`config.mk`:
```
export PLATFORM = sky130hd
export DESIGN_NAME = noc_xbar_switch_flat
export DESIGN_NICKNAME = d
export VERILOG_FILES = /design/src/rtl/noc_xbar_switch_if.sv /design/src/rtl/noc_xbar_switch.sv /design/src/flat_wrapper.sv
export SDC_FILE = /design/constraint.sdc
export NUM_CORES = 1
export LEC_CHECK = 0
export CORE_UTILIZATION = 33
export CTS_CLUSTER_DIAMETER = 150
export DETAILED_ROUTE_END_ITERATION = 12
export GPL_ROUTABILITY_DRIVEN = 0
export PLACE_DENSITY_LB_ADDON = 0.3
export SYNTH_ARGS = -nofsm -noshare
export SYNTH_HDL_FRONTEND = slang
export SYNTH_SLANG_ARGS = --single-unit
```
`constraint.sdc`:
```
create_clock -name clk -period 5.6 [get_ports clk]
set_clock_uncertainty 0.05 [all_clocks]
set_input_delay 0.56 -clock clk [delete_from_list [all_inputs] [get_ports clk]]
set_output_delay 0.56 -clock clk [all_outputs]
set_load 0.02 [all_outputs]
```
`src/rtl/noc_xbar_switch_if.sv`:
```
// noc_xbar_switch_if: per-port packet handshake bundle of the crossbar switch
interface noc_xbar_switch_if #(
  parameter int N_PORTS = 4,
  parameter int DATA_W  = 4
);
  localparam int ID_W  = $clog2(N_PORTS);
  localparam int PKT_W = 2 * ID_W + DATA_W;
  logic [N_PORTS-1:0]       in_valid, in_ready, out_valid, out_ready, busy;
  logic [N_PORTS*PKT_W-1:0] in_data, out_data;
  modport master (output in_valid, in_data, out_ready, input in_ready, out_valid, out_data, busy);
  modport slave  (input in_valid, in_data, out_ready, output in_ready, out_valid, out_data, busy);
endinterface

```
`src/rtl/noc_xbar_switch.sv`:
```
// noc_xbar_switch: N-port crossbar with per-input FIFOs, per-output round-robin
// arbiters and a registered valid/ready stage on every output
module noc_xbar_switch #(
  parameter int N_PORTS    = 4,
  parameter int DATA_W     = 4,
  parameter int FIFO_DEPTH = 4
)(
  input logic clk,
  input logic rst,
  noc_xbar_switch_if.slave bus
);
  localparam int ID_W  = $clog2(N_PORTS);
  localparam int PKT_W = 2 * ID_W + DATA_W;
  localparam int PTR_W = $clog2(FIFO_DEPTH);
  localparam int CNT_W = PTR_W + 1;
  localparam logic [CNT_W-1:0] FULL = CNT_W'(FIFO_DEPTH);
  logic [PKT_W-1:0] mem [N_PORTS][FIFO_DEPTH];
  logic [PTR_W-1:0] rd_ptr [N_PORTS];
  logic [PTR_W-1:0] wr_ptr [N_PORTS];
  logic [CNT_W-1:0] count [N_PORTS];
  logic [ID_W-1:0]  rr_ptr [N_PORTS];
  logic [ID_W-1:0]  gnt_idx [N_PORTS];
  logic [PKT_W-1:0] head [N_PORTS];
  logic [PKT_W-1:0] out_q [N_PORTS];
  logic [N_PORTS-1:0] req [N_PORTS];
  logic [N_PORTS-1:0] push, pop, nonempty, free, gnt_vld, out_valid;
  logic [ID_W-1:0] idx;
  for (genvar g = 0; g < N_PORTS; g++) begin : g_port
    assign head[g]         = mem[g][rd_ptr[g]];
    assign nonempty[g]     = count[g] != '0;
    assign bus.in_ready[g] = rst && count[g] != FULL;
    assign push[g]         = bus.in_valid[g] && bus.in_ready[g];
    assign free[g]         = !out_valid[g] || bus.out_ready[g];
    assign bus.busy[g]     = nonempty[g] || out_valid[g];
    assign bus.out_data[g*PKT_W +: PKT_W] = out_q[g];
    // req[output][input]: input head is addressed to this output
    for (genvar h = 0; h < N_PORTS; h++) begin : g_req
      assign req[g][h] = nonempty[h] && head[h][DATA_W+ID_W-1 -: ID_W] == ID_W'(g);
    end
  end
  assign bus.out_valid = out_valid;
  // Each input head names one output, so at most one arbiter pops any input.
  always_comb begin
    gnt_vld = '0;
    pop     = '0;
    idx     = '0;
    for (int d = 0; d < N_PORTS; d++) begin
      gnt_idx[d] = '0;
      for (int k = 0; k < N_PORTS; k++) begin
        idx = rr_ptr[d] + ID_W'(k);
        if (free[d] && !gnt_vld[d] && req[d][idx]) begin
          gnt_vld[d] = 1'b1;
          gnt_idx[d] = idx;
        end
      end
      if (gnt_vld[d]) pop[gnt_idx[d]] = 1'b1;
    end
  end
  always_ff @(posedge clk or negedge rst) begin
    if (!rst) begin
      for (int i = 0; i < N_PORTS; i++) begin
        rd_ptr[i] <= '0;
        wr_ptr[i] <= '0;
        count[i]  <= '0;
        rr_ptr[i] <= '0;
        out_q[i]  <= '0;
      end
      out_valid <= '0;
    end else begin
      for (int i = 0; i < N_PORTS; i++) begin
        wr_ptr[i]    <= wr_ptr[i] + PTR_W'(push[i]);
        rd_ptr[i]    <= rd_ptr[i] + PTR_W'(pop[i]);
        count[i]     <= count[i] + CNT_W'(push[i]) - CNT_W'(pop[i]);
        rr_ptr[i]    <= gnt_vld[i] ? gnt_idx[i] + ID_W'(1) : rr_ptr[i];
        out_q[i]     <= gnt_vld[i] ? head[gnt_idx[i]] : out_q[i];
        out_valid[i] <= gnt_vld[i] || (out_valid[i] && !bus.out_ready[i]);
      end
    end
  end
  // Storage needs no reset: entries are only read while counted.
  always_ff @(posedge clk) begin
    for (int i = 0; i < N_PORTS; i++)
      if (push[i]) mem[i][wr_ptr[i]] <= bus.in_data[i*PKT_W +: PKT_W];
  end
endmodule

```
`src/flat_wrapper.sv`:
```
// flat-port wrapper written by rule: the top's interface ports become plain ports
module noc_xbar_switch_flat 
#(
  parameter int N_PORTS    = 4,
  parameter int DATA_W     = 4,
  parameter int FIFO_DEPTH = 4
)
  (clk, rst, bus_in_valid, bus_in_data, bus_out_ready, bus_in_ready, bus_out_valid, bus_out_data, bus_busy);
  noc_xbar_switch_if #(.N_PORTS(N_PORTS), .DATA_W(DATA_W)) bus_i ();
  input logic clk;
  input logic rst;
  input wire logic [$bits(bus_i.in_valid)-1:0] bus_in_valid;
  input wire logic [$bits(bus_i.in_data)-1:0] bus_in_data;
  input wire logic [$bits(bus_i.out_ready)-1:0] bus_out_ready;
  output wire logic [$bits(bus_i.in_ready)-1:0] bus_in_ready;
  output wire logic [$bits(bus_i.out_valid)-1:0] bus_out_valid;
  output wire logic [$bits(bus_i.out_data)-1:0] bus_out_data;
  output wire logic [$bits(bus_i.busy)-1:0] bus_busy;
  assign bus_i.in_valid = bus_in_valid;
  assign bus_i.in_data = bus_in_data;
  assign bus_i.out_ready = bus_out_ready;
  assign bus_in_ready = bus_i.in_ready;
  assign bus_out_valid = bus_i.out_valid;
  assign bus_out_data = bus_i.out_data;
  assign bus_busy = bus_i.busy;
  noc_xbar_switch #(.N_PORTS(N_PORTS), .DATA_W(DATA_W), .FIFO_DEPTH(FIFO_DEPTH)) u_core (.clk(clk), .rst(rst), .bus(bus_i));
endmodule
```
### After elaboration in Yosys (flattened, before gate mapping)

Memories as Yosys holds them, arrays and structs flattened.
Cells that the tools add are included.

| cells by class | value |
|---|---|
| reductions and logical operators | 104 |
| magnitude comparators | 40 |
| multiplexer cells | 116 |
| equal/unequal tests | 16 |
| add/subtract/negate cells | 32 |
| bitwise logic cells | 15 |

Operators with widths:

| kind | number |
|---|---|
| $mux 8 | 20 |
| $bmux 8 s2 | 8 |
| $mux 32 | 4 |
| $demux 8 s2 | 4 |
| $logic_and 1x1->1 | 64 |
| $lt 2x3->1 const B | 20 |
| $mux 1 | 40 |
| $ge 3x3->1 const B | 12 |
| $not 2->3 | 12 |
| $bmux 1 s2 | 16 |
| $mux 2 | 16 |
| $logic_not 1->1 | 20 |
| $add 2x1->2 | 8 |
| $add 2x1->2 const B | 8 |
| $add 2x2->2 const B | 8 |
| $eq 2x2->1 const B | 8 |
| $mux 4 | 4 |
| $add 3x1->3 | 4 |
| $logic_or 1x1->1 | 12 |
| $lt 3x1->1 const B | 4 |
| $ne 3x3->1 const B | 4 |
| $or 4x4->4 | 3 |
| $reduce_bool 3->1 | 4 |
| $sub 3x1->3 | 4 |
| 4 further kinds | 16 |

| word-level totals | value |
|---|---|
| memories kept | 1 |
| word-level logic and storage cells | 345 |
| bits of input ports | 42 |
| bits in writable memories | 128 |
| register bits | 72 |

Memories:

| name | depth | width | rd ports | clocked after memory_dff | write ports | RTL line | text |
|---|---|---|---|---|---|---|---|
| u_core.mem | 4 | 32 | 4 | 0 | 4 | noc_xbar_switch.sv:17 | `logic [PKT_W-1:0] mem [N_PORTS][FIFO_DEPTH];` |

### Longest topological paths before layout

Gate-level depths: netlist (run 1).

| logic depth | value |
|---|---|
| depth in word-level cells | 34 |
| mapped depth | 21 |

### Least setup slack after synthesis (run 1)

OpenSTA, ideal clock, no wires.

| timing | value |
|---|---|
| path type | register to register |
| start point | register u_core.rd_ptr[4] (netlist name) |
| end point | register u_core.count[11] (netlist name) |
| arrival time | 4.101 ns |
| cell stages (with the launch flop) | 19 |
| setup slack | 1.326 ns |
| clock period less this slack | 4.274 ns |
| cell sequence | dfrtp_1 buf_6 inv_4 mux4_2 a2111o_1 a2111oi_4 a41oi_2 a31oi_4 buf_12 inv_1 ha_1 a221oi_1 nand2_1 ha_1 inv_1 ha_1 fa_1 xnor2_1 xnor2_1 |

| between the ends | value |
|---|---|
| word-level cells in the longest chain between the ends | 34 |
| elaborated cells on any way between the ends | 144 |
| classes of those cells | add/sub: 1; order compare: 8; eq/ne: 3; mux: 79; bitwise: 4; reduce/logical: 49 |

RTL lines:

| element | RTL line | text |
|---|---|---|
| start, declared | noc_xbar_switch.sv:18 | `logic [PTR_W-1:0] rd_ptr [N_PORTS];` |
| start signal, assigned by index | noc_xbar_switch.sv:72 | `rd_ptr[i] <= rd_ptr[i] + PTR_W'(pop[i]);` |
| $not 2->3 (implied by the code) (*) | noc_xbar_switch.sv:29 | `assign head[g] = mem[g][rd_ptr[g]];` |
| $bmux 8 s2 (*) | noc_xbar_switch.sv:29 |  |
| $mux 8 (implied by the code) (*) (2 in a row) | noc_xbar_switch.sv:29 |  |
| $logic_not 2->1 | noc_xbar_switch.sv:38 | `assign req[g][h] = nonempty[h] && head[h][DATA_W+ID_W-1 -: ID_W] == ID_W'(g);` |
| $logic_and 1x1->1 | noc_xbar_switch.sv:38 |  |
| $bmux 1 s2 | noc_xbar_switch.sv:51 | `if (free[d] && !gnt_vld[d] && req[d][idx]) begin` |
| $mux 1 (implied by the code) | noc_xbar_switch.sv:51 |  |
| $logic_and 1x1->1 | noc_xbar_switch.sv:51 |  |
| (+17 left out) | n/a |  |
| $mux 4 | noc_xbar_switch.sv:56 | `if (gnt_vld[d]) pop[gnt_idx[d]] = 1'b1;` |
| $or 4x4->4 (no source line) | n/a |  |
| $mux 4 | noc_xbar_switch.sv:56 |  |
| $or 4x4->4 (no source line) | n/a |  |
| $mux 4 | noc_xbar_switch.sv:56 |  |
| $or 4x4->4 (no source line) | n/a |  |
| $mux 4 (*) | noc_xbar_switch.sv:56 |  |
| $sub 3x1->3 (*) | noc_xbar_switch.sv:73 | `count[i] <= count[i] + CNT_W'(push[i]) - CNT_W'(pop[i]);` |
| end signal, assigned by index | noc_xbar_switch.sv:73 |  |
| end, declared | noc_xbar_switch.sv:20 | `logic [CNT_W-1:0] count [N_PORTS];` |

Mark *: on every way between the ends. The rest lies on a longest branch, timed or not. The select of a mux whose other input is x is not followed.
A chain may end at the register's enable or synchronous reset.

### Worst setup path in the final report (run 1)

| timing | value |
|---|---|
| start point | register u_core.rd_ptr[3] (netlist name) |
| end point | register u_core.count[5] (netlist name) |

The elaborated chain is that of the path after synthesis.

==> flow_results.org, run 1 <==
** Status
- The run finished with clean final reports.

** Drt
- Post-route ant nets :: 0
- Dividing the detail-routed via count by the number of cells gives 5.34.
- For this run, design rule violations remaining after detail routing come to 0.
- Vias :: 6826
- Dividing the detail-routed wire length by the instance count gives 19.1 µm.
- Pre-antenna DRT Iters :: 5
- After detailed routing, the total wire length is 24400 µm.
- For this block, the initial DRC count from the detailed router was 574.

** Layout
- The final layout contains 944 nets.
- Cells fill 39.7% of the core in the end.
- Leading cell type in the layout, fill and taps excluded :: edfxtp_1
- Cells with a size suffix above 1 make up 13.8% of the layout.
- Fill cells in the final layout number 2842.
- In the layout the commonest cells are 128 x edfxtp_1, 84 x clkdlybuf4s50_1, 72 x dfrtp_1, 65 x nand2_1, 48 x nor2_1.
- Register Area :: 5650 µm²
- Combined area of the multi-input logic cells :: 4230 µm²
- The repair_antennas step left the layout with diodes totalling 0.
- After routing the design area is 12100 µm².
- Layout Area Growth over Synthesis :: 18.7%

** Global route
- The via count of the first global-routing pass is 6628.
- Maximum number of pins on one net before global-route repair :: 73
- Global-route congestion overflow total :: 0
- The initial antenna violation count is 0.
- The first global-routing pass estimated 38100 µm of wire.
- Across every metal layer, demand over resource in global routing totals 16.2%.

** STA
- Setup violations remaining at the end of the flow were counted as 0.
- In the finished design, the share of the clock period the worst path needs comes to 84.6%.
- Measured against its own limit, the worst slew margin works out to 33.6%.
- Final total negative setup slack :: 0 ns
- RSZ-0062 raised after global routing :: false
- The final max-slew violation count was 0.
- The worst path needs 4.74 ns of the cycle, external delays included.
- Highest clock rate :: 211 MHz
- The final hold violation count was 0.
- Fin worst setup slack :: 0.864 ns
- For the pin with the worst max-slew slack, the measured transition is 0.996 ns.

** Setup path
- The critical path is of the flip-flop to flip-flop type.
- Biggest fanout along the worst timing path :: 18
- Data arrives at the worst endpoint at 5.01 ns.
- Data on the critical path is required at its endpoint by 5.87 ns.
- The worst setup path is captured at a flip-flop.
- STA classifies the critical path startpoint as a flip-flop.

** Place
- Post-Place Worst Slack :: 0.917 ns
- Estimated wirelength of the detail-placed design :: 17900 µm
- Port buffer count :: 85
- The placed instances occupy a cell area of 11500 µm².

** Synth
- After synthesis the netlist holds a flip-flop and latch count of 200.
- EDFF count, synth :: 128
- The synthesized netlist occupies a cell area of 10200 µm².
- The largest total area in the synthesized netlist belongs to edfxtp_1.
- Post-synthesis average cell area :: 13.2 µm²
- The Yosys step of the flow raised 0 warnings.
- Net count of the mapped netlist :: 849
- Gate count after technology mapping :: 775
- The most used flip-flop cell after synthesis is edfxtp_1.
- Leading cell types by total area after synthesis :: edfxtp_1 38%, dfrtp_1 18%, mux4_2 7.1%
- Sequential cells were found to cover 55.3% of the synthesized design area.
- Async set-reset flop share out of synthesis :: 36.0%
- Synth top area share :: 37.7%
- In this run, distinct cell masters in the synthesized netlist total 84.

** Clock tree
- CTS clock-pin slew for the worst setup and hold paths :: 0.08 ns
- TritonCTS Buffers :: 17
- At the later pin of the worst-skew pair, clock insertion delay measures 0.45 ns.
- Number of cells upsized or downsized after cts :: 0
- CTS tree :: yes
- For this design, the CTS-stage hold fixing added 0 buffers.
- Counting every sink on the clock net gives 200.
- No sink is reached through more buffers than the 2 on the longest clock path.
- The tree is rooted in a clkbuf_16.
- After clock tree synthesis, the setup repair step added 0 buffers.
- Number of H-tree levels :: 4

** Die
- Area of the core region :: 30500 µm²
- The initial utilization of the core area, before any placement, comes to 33.4%.
- The die is 178 µm tall.
- The floorplan step defined a die boundary enclosing 31600 µm².
- Num ports :: 86
- The floorplan has 64 rows.
- X dimension of the die :: 178 µm

** Pwr
- Dividing total power by cell area gives a power density of 620 nW/µm².
- Leakage Power :: 0.00446 µW
- The completed layout was analyzed and its total power is 7510 µW.
- Worst VDD drop :: 280 µV

** Flow run
- Across the run, the number of max-cap violations was 0.

** Min path
- Worst hold path type :: input pin to async pin
==> area by class of cell <==
type	count	share of cell area [%]
inverter	42	1.32
tap	396	4.09
clock buffer	18	3.54
multi-input combinational	503	34.9
sequential	200	46.6
clock inverter	14	1.20
timing repair buffer	106	8.31
==> cells in the mapped netlist, types with 6 or more instances <==
| library cell | count |
|---|---|
| edfxtp_1 | 128 |
| dfrtp_1 | 72 |
| nand2_1 | 65 |
| nor2_1 | 48 |
| inv_1 | 36 |
| mux4_2 | 32 |
| ha_1 | 28 |
| a21oi_1 | 25 |
| mux2i_1 | 25 |
| nor2b_1 | 20 |
| a211oi_1 | 19 |
| clkbuf_1 | 18 |
| nor3_1 | 18 |
| o21ai_0 | 17 |
| nand2b_1 | 15 |
| o22ai_1 | 14 |
| and3_1 | 11 |
| mux2_2 | 11 |
| nor3b_1 | 9 |
| xor2_1 | 9 |
| and2_1 | 8 |
| or3_1 | 8 |
| a31oi_1 | 7 |
| mux4_1 | 7 |
| xnor2_1 | 7 |
| nand3_1 | 6 |
| nand4_1 | 6 |
| nor4bb_1 | 6 |
| o211ai_1 | 6 |
==> stage by stage <==
| stage | hold slack [ns] | cells |
|---|---|---|
| final | 0.321 | 1279 |
| after global routing | 0.410 | 1279 |
| after CTS | 0.371 | 1279 |
| after detailed placement | 0.404 | 1247 |
| after global placement | 0.401 | 1247 |
| after floorplan | 0.214 | 775 |
==> kinds of logic after synthesis <==
kind of cell,Yosys count,share of synthesized area [%]
compound gates,133,10.3
fa+ha+maj,32,4.22
mux,77,12.8
flops,200,55.3
buf+inv,72,3.19
simple gates,245,12.7
xor+xnor,16,1.37
==> where the power goes <==
group          internal [µW]  total (µW)  switching [µW]
clock                    599        1230             627
sequential              1960        2360             400
combinational           1730        3920            2190
total                   4290        7510            3220
==> registers in the layout, indices dropped and copies added (netlist names) <==
name / cells
u_core.bus.out_valid: 4
u_core.wr_ptr: 8
u_core.mem: 128
u_core.bus.out_data: 32
u_core.rr_ptr: 8
u_core.count: 12
u_core.rd_ptr: 8
==> routing by layer <==
metal / wire (µm) / track usage [%]
met1: 11200 / 22.4
met3: 1080 / 2.83
met2: 11400 / 25.2
met5: 0 / 0
met4: 724 / 6.59
==> final timing paths <==
check,startpoint,endpoint,slack (ns),depth (start not counted)
max in group asynchronous,rst,u_core.wr_ptr[7]$_DFF_PN0_,4.53,2
worst max-delay path,u_core.rd_ptr[3]$_DFF_PN0_,u_core.count[5]$_DFF_PN0_,0.86,16
worst min register to register,u_core.bus.out_data[29]$_DFFE_PN0N_,u_core.bus.out_data[29]$_DFFE_PN0N_,0.42,1
worst max register to register,u_core.rd_ptr[3]$_DFF_PN0_,u_core.count[5]$_DFF_PN0_,0.86,16
worst min-delay path,rst,u_core.bus.out_data[0]$_DFFE_PN0N_,0.32,2
min in group clk,u_core.bus.out_data[29]$_DFFE_PN0N_,u_core.bus.out_data[29]$_DFFE_PN0N_,0.42,1
==> critical path: stages (launching register included) <==
cell,delay (ns)
dfrtp_1,0.77
nor4bb_1,0.55
o41ai_4,0.22
mux2_2,0.30
a211oi_1,0.35
and2_1,0.23
o32ai_4,0.09
buf_4,0.22
ha_1,0.22
a22oi_1,0.24
nand3_1,0.19
ha_1,0.31
inv_1,0.04
ha_1,0.18
fa_1,0.37
xor2_1,0.16
xnor2_1,0.12
Note: power is estimated with default switching activity, not from simulation.
==> run 2: changes to the inputs <==
==> constraint.sdc (replaced) <==
create_clock -name clk -period 4.55 [get_ports clk]
set_clock_uncertainty 0.05 [all_clocks]
set_input_delay 0.455 -clock clk [delete_from_list [all_inputs] [get_ports clk]]
set_output_delay 0.455 -clock clk [all_outputs]
set_load 0.02 [all_outputs]
==> flow_results.org, run 2 (synthesized netlist as in run 1, its figures left out) <==
** STA
- The final hold violation count was 0 (unchanged).
- The worst slew margin relative to its limit is 34.7% (was 33.6%).
- The worst slack on hold paths is 0.218 ns (was 0.321 ns).
- The peak clock frequency supported by timing was 229 MHz (was 211 MHz).
- Final period demand of the worst path :: 4.36 ns (was 4.74 ns)
- The final worst-path cycle share was 95.9% (was 84.6%).
- The total negative slack for setup checks is 0 ns (unchanged).
- Count of endpoints failing setup in the final report :: 0 (unchanged)
- The final max-slew violation count came to 0 (unchanged).
- RSZ-0062 raised after global routing :: true (was false)
- Transition time of the tightest slew-check pin :: 0.979 ns (was 0.996 ns)

** Clock tree
- The clock root buffer master is clkbuf_16 (unchanged).
- The depth of the CTS H-tree was 4 (unchanged).
- The number of buffers created by CTS was 17 (unchanged).
- The clock insertion delay at the later pin of the skew report is 0.44 ns (was 0.45 ns).
- The register clock-pin slew on the reported worst setup and hold paths came to 0.08 ns (about the same).
- Clock net sink count :: 200 (unchanged)
- CTS tree :: yes (unchanged)
- Quantity of hold-fixing buffers added after cts :: 0 (unchanged)
- Maximum clock insertion buffer count :: 2 (unchanged)

** Min path
- Worst hold path type :: input pin to async pin (unchanged)

** Die
- Num ports :: 86 (unchanged)
- Die Span Y :: 178 µm (unchanged)
- Total Die Area :: 31600 µm² (unchanged)
- Number of standard-cell rows in the floorplan :: 64 (unchanged)
- X dimension of the die :: 178 µm (unchanged)
- The starting density of the core was 33.4% (unchanged).
- The placeable core region was 30500 µm² (unchanged).

** Drt
- Routed len/inst :: 18.7 µm (was 19.1 µm)
- The number of nets still failing antenna checks after routing is 0 (unchanged).
- Pre-antenna DRT Iters :: 5 (unchanged)
- The residual DRC count came to 0 (unchanged).
- Vias/cell :: 5.20 (was 5.34)
- The total via count in the routed design is 6782 (was 6826).
- The detailed router's first-iteration violation count is 656 (was 574).
- The final routed wirelength across all metal layers came to 24400 µm (about the same).

** Place
- Estimated wirelength of the detail-placed design :: 18200 µm (was 17900 µm)
- The count of buffers from port buffering came to 85 (unchanged).

** Global route
- The pin count of the biggest net entering global routing was 73 (unchanged).
- Antenna violations before repair :: 0 (unchanged)
- The wire length of the first global-routing pass is 38300 µm (was 38100 µm).
- The leftover overflow at the end of global routing is 0 (unchanged).
- Vias in the first global route :: 6782 (was 6628)
- Total routing usage reported by global routing :: 16.1% (was 16.2%)

** Setup path
- The endpoint kind of the worst setup timing path is a flip-flop (unchanged).
- CP bufs+invs :: 2 (unchanged)
- The peak fanout along the critical path is 5 (was 18).
- Crit path largest cell delay :: 0.53 ns (was 0.77 ns)
- The element type at the critical path start was a flip-flop (unchanged).
- CP delay by family, top :: compound AO/OA/AOI/OAI gates (was adder cells)
- Critical setup path kind :: flip-flop to flip-flop (unchanged)
- Worst EP required :: 4.86 ns (was 5.87 ns)
- Critical path, cell by cell :: and2_1 > mux4_2 > a2111o_1 > a2111oi_4 > a41oi_2 > a31oi_4 > inv_1 > ha_1 > a221oi_1 > nand2_1 > ha_1 > inv_1 > ha_1 > fa_1 > xnor2_1 > xnor2_1 (was nor4bb_1 > o41ai_4 > mux2_2 > a211oi_1 > and2_1 > o32ai_4 > buf_4 > ha_1 > a22oi_1 > nand3_1 > ha_1 > inv_1 > ha_1 > fa_1 > xor2_1 > xnor2_1)
- The cell occurring most often along the worst timing path is ha_1 (unchanged).
- The worst-path cell with the longest stage delay was mux4_2 (was dfrtp_1).
- The data arrival time of the critical path was 4.68 ns (was 5.01 ns).

** Pwr
- Leakage Power :: 0.00458 µW (was 0.00446 µW)
- Pwr Density :: 766 nW/µm² (was 620 nW/µm²)
- Worst VDD drop :: 386 µV (was 280 µV)

** Layout
- Leading cell type in the layout, fill and taps excluded :: edfxtp_1 (unchanged)
- The share of layout cells above drive strength 1 was 16.9% (was 13.8%).
- Largest register FFs :: 128 (unchanged)
- The antenna diode count came to 0 (unchanged).
- The post-synthesis to final-layout area growth came to 20.9% (was 18.7%).
- The post-layout net count is 968 (was 944).
- Commonest non-fill, non-tap cells in the layout: 128 x edfxtp_1, 84 x clkdlybuf4s50_1, 70 x dfrtp_1, 65 x nand2_1, 48 x nor2_1 (was 128 x edfxtp_1, 84 x clkdlybuf4s50_1, 72 x dfrtp_1, 65 x nand2_1, 48 x nor2_1).

** Flow run
- The max-capacitance violation count is 0 (unchanged).

** Status
- Result of the run :: finished, final reports clean (unchanged)
[run 2: worst reg2reg max path, cell delays in order (launching register included)]
cell,delay [ns]
edfxtp_1,0.44
and2_1,0.19
mux4_2,0.53
a2111o_1,0.45
a2111oi_4,0.37
a41oi_2,0.09
a31oi_4,0.24
inv_1,0.09
ha_1,0.21
a221oi_1,0.27
nand2_1,0.15
ha_1,0.30
inv_1,0.04
ha_1,0.18
fa_1,0.38
xnor2_1,0.17
xnor2_1,0.13
[run 2: worst paths after layout]
kind / start / slack [ns] / cells after the start / end
max in group asynchronous: rst / 3.54 / 2 / u_core.rd_ptr[5]$_DFF_PN0_
worst max-delay path: u_core.mem[3][13]$_DFFE_PP_ / 0.19 / 16 / u_core.count[11]$_DFF_PN0_
worst min-delay path: rst / 0.22 / 2 / u_core.bus.out_data[4]$_DFFE_PN0N_
min in group clk: u_core.bus.out_data[0]$_DFFE_PN0N_ / 0.42 / 2 / u_core.bus.out_data[0]$_DFFE_PN0N_
worst min register to register: u_core.bus.out_data[0]$_DFFE_PN0N_ / 0.42 / 2 / u_core.bus.out_data[0]$_DFFE_PN0N_
worst max register to register: u_core.mem[3][13]$_DFFE_PP_ / 0.19 / 16 / u_core.count[11]$_DFF_PN0_
[run 2: timing repair]
item | in CTS | in global routing
buffers inserted | 0 | 2
gates resized for setup | 0 | 10
setup endpoints to repair | 0 | 4
[run 2: stage by stage]
stage	power (µW)	cell area (µm²)	util [%]	cells	setup WS [ns]
floorplan	6340	10200	-	775	0.276
CTS	9450	12300	40.2	1301	0.0854
global placement	7890	11700	38.4	1269	0.162
global route	10100	12300	40.4	1303	-0.0258
finish	9450	12300	40.4	1303	0.187
detailed placement	7950	11700	38.4	1269	0.107
[run 2: power breakdown]
part	leakage [µW]	total (µW)	switching (µW)	internal (µW)
Combinational	0.00231	5150	2830	2320
Clock	0.000274	1480	753	726
Sequential	0.00199	2820	400	2420
Total	0.00458	9450	3980	5460
[run 2: final cells by class]
| class | count | area [µm²] |
|---|---|---|
| Sequential cell | 200 | 5650 |
| Inverter | 42 | 160 |
| Fill cell | 2826 | 18200 |
| Timing Repair Buffer | 130 | 1190 |
| Tap cell | 396 | 495 |
| Clock inverter | 14 | 135 |
| Clock buffer | 18 | 429 |
| Multi-Input combinational cell | 503 | 4270 |
[run 2: routing by layer]
metal  global-route usage [%]  share of wire, %  vias to the layer above
li1                         -                 -                     3193
met1                     21.8                46                     3426
met2                     26.6                49                      146
met3                     2.78               3.5                       17
met4                     4.42               1.4                        0
met5                        0                 0                        -
==> run 3: changes to the inputs <==
--- a/config.mk
+++ b/config.mk
@@ -5,9 +5,11 @@
 export SDC_FILE = /design/constraint.sdc
 export NUM_CORES = 1
 export LEC_CHECK = 0
+export CORE_ASPECT_RATIO = 1.25
 export CORE_UTILIZATION = 33
 export CTS_CLUSTER_DIAMETER = 150
 export DETAILED_ROUTE_END_ITERATION = 12
+export DONT_BUFFER_PORTS = 1
 export GPL_ROUTABILITY_DRIVEN = 0
 export PLACE_DENSITY_LB_ADDON = 0.3
 export SYNTH_ARGS = -nofsm -noshare
==> flow_results.org, run 3 (synthesized netlist as in run 1, its figures left out) <==
** Status
- Result of the run: finished, final reports clean (unchanged).

** STA
- Transition time of the tightest slew-check pin :: 0.818 ns (was 0.979 ns)
- Post-route fraction of the period consumed by the critical path :: 95.9% (about the same)
- The shortest clock period the worst path allows after layout was 4.37 ns (was 4.36 ns).
- The number of endpoints failing setup at the final stage came to 0 (unchanged).
- The peak clock frequency supported by timing is 229 MHz (about the same).
- The final hold violation count is 0 (unchanged).
- The total negative slack for setup checks is 0 ns (unchanged).
- The final max-slew violation count came to 0 (unchanged).
- The worst slew margin relative to its limit is 45.3% (was 34.7%).

** Global route
- Maximum number of pins on one net before global-route repair :: 73 (unchanged)
- Wire length of the first global-routing pass :: 39200 µm (was 38300 µm)
- The via count of the first global-routing pass was 6448 (was 6782).
- Global-route congestion overflow total :: 0 (unchanged)
- Antenna violations before repair :: 0 (unchanged)
- The total routing usage reported by global routing was 16.6% (was 16.1%).

** Drt
- The number of nets still failing antenna checks after routing is 0 (unchanged).
- The detailed route wirelength on metal3 was 1340 µm (was 850 µm).
- The detailed router's first-iteration violation count was 445 (was 656).
- Vias/cell :: 5.23 (was 5.20)
- Post-route DRC :: 0 (unchanged)
- Pre-antenna DRT Iters :: 5 (unchanged)
- Vias :: 6438 (was 6782)
- Detailed route wirelength on metal2 :: 12600 µm (was 12000 µm)
- Wire length on met1 :: 10700 µm (was 11200 µm)
- The final routed wire length divided by cell count was 20.5 µm (was 18.7 µm).
- Drt total wl :: 25200 µm (was 24400 µm)
- The highest layer used for signal routing is met4 (unchanged).

** Layout
- Filler cell count :: 2839 (was 2826)
- The area taken by flip-flops and latches came to 5650 µm² (about the same).
- Commonest non-fill, non-tap cells in the layout :: 128 x edfxtp_1, 65 x dfrtp_1, 64 x nand2_1, 50 x buf_4, 48 x nor2_1 (was 128 x edfxtp_1, 84 x clkdlybuf4s50_1, 70 x dfrtp_1, 65 x nand2_1, 48 x nor2_1)
- Area of all placed cells without fillers :: 11600 µm² (was 12300 µm²)
- Leading cell type in the layout, fill and taps excluded :: edfxtp_1 (unchanged)
- Number of nets in the finished design :: 892 (was 968)
- The post-synthesis to final-layout area growth was 14.1% (was 20.9%).
- Combined area of the multi-input logic cells :: 4300 µm² (was 4270 µm²)
- The share of layout cells above drive strength 1 came to 20.5% (was 16.9%).
- Final antenna diode count :: 0 (unchanged)
- The number of flip-flops under the largest register name is 128 (unchanged).

** Clock tree
- TritonCTS Buffers :: 17 (unchanged)
- Clock latency on the worst-skew pair :: 0.46 ns (was 0.44 ns)
- Clock net sink count :: 200 (unchanged)
- Number of H-tree levels :: 4 (unchanged)
- CTS clock-pin slew for the worst setup and hold paths :: 0.09 ns (was 0.08 ns)
- CTS tree :: yes (unchanged)
- Clock Root Buffer :: clkbuf_16 (unchanged)
- Maximum clock insertion buffer count :: 2 (unchanged)

** Pwr
- The leakage power of the design came to 0.00432 µW (was 0.00458 µW).
- Worst VDD drop :: 275 µV (was 386 µV)
- The power density normalized to cell area was 799 nW/µm² (was 766 nW/µm²).
- The total power was 9300 µW (was 9450 µW).

** Place
- Port buffer count :: 0 (was 85)
- Cell area after placement :: 10800 µm² (was 11700 µm²)
- Estimated wirelength of the detail-placed design :: 18500 µm (was 18200 µm)

** Die
- The number of I/O pins is 86 (unchanged).
- Starting Density :: 33.7% (was 33.4%)
- The width of the die came to 159 µm (was 178 µm).
- Area of the core region :: 30300 µm² (was 30500 µm²)
- The count of standard-cell rows was 71 (was 64).
- Die Span Y :: 199 µm (was 178 µm)
- Total Die Area :: 31600 µm² (about the same)

** Setup path
- The endpoint kind of the worst setup timing path is a flip-flop (unchanged).
- The element type at the critical path start was a flip-flop (unchanged).
- Data arrival, critical path :: 4.70 ns (was 4.68 ns)
- The data required time at the worst endpoint was 4.89 ns (was 4.86 ns).
- The peak fanout along the critical path is 8 (was 5).
- Critical setup path kind :: flip-flop to flip-flop (unchanged)

** Flow run
- Max_cap viols :: 0 (unchanged)

** Min path
- The worst hold-check path type is input pin to flip-flop (was input pin to async pin).
-- run 3: metal layers --
layer	vias up	track usage, %
li1	3046	-
met1	3228	20.1
met2	137	27.6
met3	27	4.77
met4	0	7.26
met5	-	0
-- run 3: path summary, 6_finish.rpt --
kind | start | endpoint | slack, ns | depth (start not counted)
max | u_core.rd_ptr[4]$_DFF_PN0_ | u_core.count[11]$_DFF_PN0_ | 0.18 | 18
min | bus_in_data[6] | u_core.mem[0][30]$_DFFE_PP_ | 0.04 | 0
max reg2reg | u_core.rd_ptr[4]$_DFF_PN0_ | u_core.count[11]$_DFF_PN0_ | 0.18 | 18
min reg2reg | u_core.count[5]$_DFF_PN0_ | u_core.count[5]$_DFF_PN0_ | 0.47 | 1
max in group asynchronous | rst | u_core.rd_ptr[3]$_DFF_PN0_ | 3.55 | 2
min in group asynchronous | rst | u_core.bus.out_valid[2]$_DFF_PN0_ | 0.48 | 2
-- run 3: final cells by class --
class	instances	share of cell area (%)
Tap cell	401	4.31
Sequential cell	200	48.6
Clock inverter	15	1.51
Timing Repair Buffer	54	3.63
Multi-Input combinational cell	503	36.9
Clock buffer	17	3.66
Inverter	42	1.38
-- run 3: power by group --
group	switching [µW]	internal, µW
Combinational	2630	2090
Clock	814	745
Sequential	592	2420
Total	4040	5260
-- run 3: critical path, cell delays in order (launching register included) --
cell and delay [ns]:
dfrtp_2 0.45, buf_4 0.21, nor4bb_1 0.30, o41ai_2 0.09
buf_4 0.17, mux2_2 0.26, a211oi_1 0.46, and2_1 0.25
o32ai_4 0.11, buf_4 0.16, ha_1 0.19, a221oi_1 0.26
nand2_1 0.13, ha_1 0.29, inv_1 0.04, ha_1 0.19
fa_1 0.38, xnor2_1 0.18, xnor2_1 0.14
-- run 3: through the flow --
stage / utilization (%) / hold slack [ns] / setup WS [ns] / std cells
floorplan: - / 0.109 / 0.276 / 775
global placement: 35.8 / 0.112 / 0.163 / 1187
detailed placement: 35.8 / 0.112 / 0.0718 / 1187
CTS: 37.9 / 0.000820 / 0.0606 / 1221
global route: 38.4 / 0.00320 / -0.0420 / 1232
finish: 38.4 / 0.0354 / 0.184 / 1232
-- run 3: timing repair --
action                                 4_1_cts  5_1_grt
buffers inserted                             0       11
resized for setup                            0       19
hold buffers                                 2        0
setup endpoints to repair                    0        5
endpoints found under the hold margin       72        0
==> edit 1, RTL diff (config.mk and constraints of run 2) <==
`N_PORTS` is set to 4 in 3 places; all go to 2.
--- a/src/rtl/noc_xbar_switch_if.sv
+++ b/src/rtl/noc_xbar_switch_if.sv
@@ -2,3 +2,3 @@
 interface noc_xbar_switch_if #(
-  parameter int N_PORTS = 4,
+  parameter int N_PORTS = 2,
   parameter int DATA_W  = 4
--- a/src/rtl/noc_xbar_switch.sv
+++ b/src/rtl/noc_xbar_switch.sv
@@ -3,3 +3,3 @@
 module noc_xbar_switch #(
-  parameter int N_PORTS    = 4,
+  parameter int N_PORTS    = 2,
   parameter int DATA_W     = 4,
--- a/src/flat_wrapper.sv
+++ b/src/flat_wrapper.sv
@@ -3,3 +3,3 @@
 #(
-  parameter int N_PORTS    = 4,
+  parameter int N_PORTS    = 2,
   parameter int DATA_W     = 4,
Ports: changed (7 resized); port bits go from 86 to 36. No check against the original RTL was run, so the function may have changed too.
==> edit 1 against run 2 <==
Design area is 68% lower; die area down 67%; routed wire length down 75%; core utilization grew 0.59 points; setup slack gained 1100 ps; synthesized area down 68%; via count is 72% lower; global-route usage shrank 3.1 points; total power is 73% lower; critical path depth fell by 6; sequential cell count is 122 lower; count of clock-buffer cells in the layout down 9; sequential share of layout area grew 9.4 points; critical endpoint is now u_core.count[5]; largest power group is now registers.
==> edit 1: results <==
[clocking]
htreeDepth = 3
cts_buffers = 9

[power]
p_seq_share_pct = 42.4
p_seq_w = 0.00109
p_leak_nw = 1.473
peakVddDrop_mv = 0.1963
power_clock_w = 0.000491
swShare_pct = 36.27

[routing]
routed_wl_mm = 6.153
dr_wl_met3_um = 257
wl_per_cell_um = 15.54
vias = 1873
first_iter_violations = 61
wl_met2_mm = 2.845
wl_met1_mm = 2.919
first_pass_iters = 4

[layout]
finalNetCount = 286
fillers = 880
largest_reg_flops = 48
clkCellAreaFrac_pct = 4.759
seq_cell_count = 78
multiInputGateArea_um2 = 997.2
num-nonclk-inverters = 12
layout.nonclk_buf_share_pct = 9.581
sh_seq_area_pct = 55.22

[logic_synthesis]
synth_nets = 244
synthAdderAreaFrac_pct = 4.276
synth_compound_area_share_pct = 5.842
synth-edff-count = 48
ys_types = 39
async_reset_ff_share_pct = 38.46
synthCells = 216
yosys-top-cells-area = edfxtp_1, dfrtp_1, mux4_2, mux4_1, ha_1
netlist_top_cells_count = edfxtp_1, dfrtp_1, nand3_1
synth-xor-area-share_pct = 2.138

[place]
pre_cts_ws_ps = 1258
dp.cells = 380
dpl_cell_area_um2 = 3781
dpl.hpwl_mm = 4.493

[global_routing]
track_usage_pct = 13.03
met1_usage_pct = 17.27
grt_max_degree = 33
grt_pass1_vias = 1853
grt_use_met2_pct = 19.23

[hold_path]
min_path_type = flip-flop to flip-flop

[setup_path]
slowest_delay_ps = 630
cp_data_arrival_time_ps = 3520
crit_path_max_fanout = 7

[status]
status = complete, no violations

[timing]
relSlewSlack_pct = 36.46
==> edit 1: cell types whose count changed in the layout (fill, tap and decap cells not counted), moves of 25 or more <==
cell             change
clkdlybuf4s50_1     -49
buf_4               -42
mux4_2              -25
dfrtp_1             -40
edfxtp_1            -80
nand2_1             -56
nor2_1              -44
mux2i_1             -25
==> edit 1: worst paths after layout <==
| path | start | end | slack, ps | cells past startpoint |
|---|---|---|---|---|
| setup / recovery | u_core.rd_ptr[0] | u_core.count[5] | 1240 | 10 |
| hold / removal | u_core.bus.out_data[10] | u_core.bus.out_data[10] | 440 | 1 |
| setup reg to reg | u_core.rd_ptr[0] | u_core.count[5] | 1240 | 10 |
| hold reg to reg | u_core.bus.out_data[10] | u_core.bus.out_data[10] | 440 | 1 |
| max in group asynchronous | rst | u_core.count[3] | 3690 | 2 |
| min in group asynchronous | rst | u_core.bus.out_data[10] | 450 | 2 |
==> edit 2, RTL diff (flow settings as in run 2) <==
Made on the original files. Reset style: synchronous (`rst`), changed in one clocked block.
--- a/src/rtl/noc_xbar_switch.sv
+++ b/src/rtl/noc_xbar_switch.sv
@@ -58,3 +58,3 @@
   end
-  always_ff @(posedge clk or negedge rst) begin
+  always_ff @(posedge clk) begin
     if (!rst) begin
Formal check against the unedited RTL: not equivalent (Yosys sat finds a counterexample within 4 cycles, from zero or initial values and one cycle with rst low; the reset may be asserted at any time).
==> edit 2 against run 2 <==
Routed wire length rose by 4.0%; setup slack gained 8.8 ps; largest cell class unchanged; critical path type unchanged; design area is essentially flat; fmax grew 0.20%; sequential power fell by 15%; sequential cell count stayed put; total power shrank 16%; critical endpoint is now u_core.count[2][2]; cell count up 3.8%; synthesized area shrank 2.2%.
==> edit 2: results <==
[logic_synthesis]
async_reset_ff_share_pct = 0
yosys-top-cells-area = edfxtp_1, dfxtp_1, mux4_2, mux2i_1, ha_1
netlist_top_cells_count = edfxtp_1, dfxtp_1, nor2_1
synth.avg_cell_area_um2 = 12.26
synthMuxAreaShare_pct = 12.13
ys_types = 85
synthAdderAreaFrac_pct = 4.314
synth-edff-count = 128
synth_nets = 888

[timing]
whs_ps = 377.6
min_period_ps = 4354
worst-slew-pin-transition_ps = 800.7

[power]
p_leak_nw = 4.540
p_seq_share_pct = 30.4
power_switching_w = 0.003157
pwr-share-comb_pct = 50.4
swShare_pct = 39.82

[place]
pre_cts_ws_ps = -21.42
dpl.hpwl_mm = 18.59
dpl_cell_area_um2 = 11600

[layout]
fillers = 2755
multiInputGateArea_um2 = 4439
drive_gt1_share_pct = 19.23
finalNetCount = 1024

[setup_path]
crit_path_max_fanout = 4
cp_top_family = adder cells
r2r_end = u_core.count[2][2]
r2r.worst_path.cells = 20

[global_routing]
track_usage_pct = 16.73
met1_usage_pct = 22.50
met3_usage_pct = 2.186

[clocking]
cts_max_path_buffers = 2
ctsResizeCount = 3

[hold_path]
min_path_type = flip-flop to flip-flop

[routing]
routed_wl_mm = 25.37
wl_per_cell_um = 18.76
wl_met2_mm = 12.45
wl_met1_mm = 11.67
dr_wl_met3_um = 966
first_iter_violations = 545
vias = 7081

[status]
status = complete, no violations
[edit 2: changes by cell type after synthesis, sizes merged, moves of 13 or more]
cell | before | now
dfxtp | 0 | 72
mux2i | 25 | 41
nor2 | 49 | 67
and2 | 9 | 22
nand2 | 65 | 35
dfrtp | 72 | 0
nand3 | 6 | 23
[edit 2: tightest hold or removal path: stages, from the launching register on]
cell,delay (ps)
dfxtp_1,310
nand2_1,50
nor2_1,30
[edit 2: cell type report]
class | instances | area share (%)
Tap cell | 390 | 3.959
Sequential cell | 200 | 42.92
Clock inverter | 13 | 1.228
Clock buffer | 18 | 3.482
Multi-Input combinational cell | 536 | 36.02
Timing Repair Buffer | 154 | 11.14
Inverter | 41 | 1.249
[edit 2: kinds of logic (layout without fill, tap and decap cells)]
kind of cell	count (synthesis)	count (layout)
simple gates	247	247
flops	200	200
compound gates	160	160
mux	80	80
buf+inv	78	226
fa+ha+maj	32	32
xor+xnor	17	17
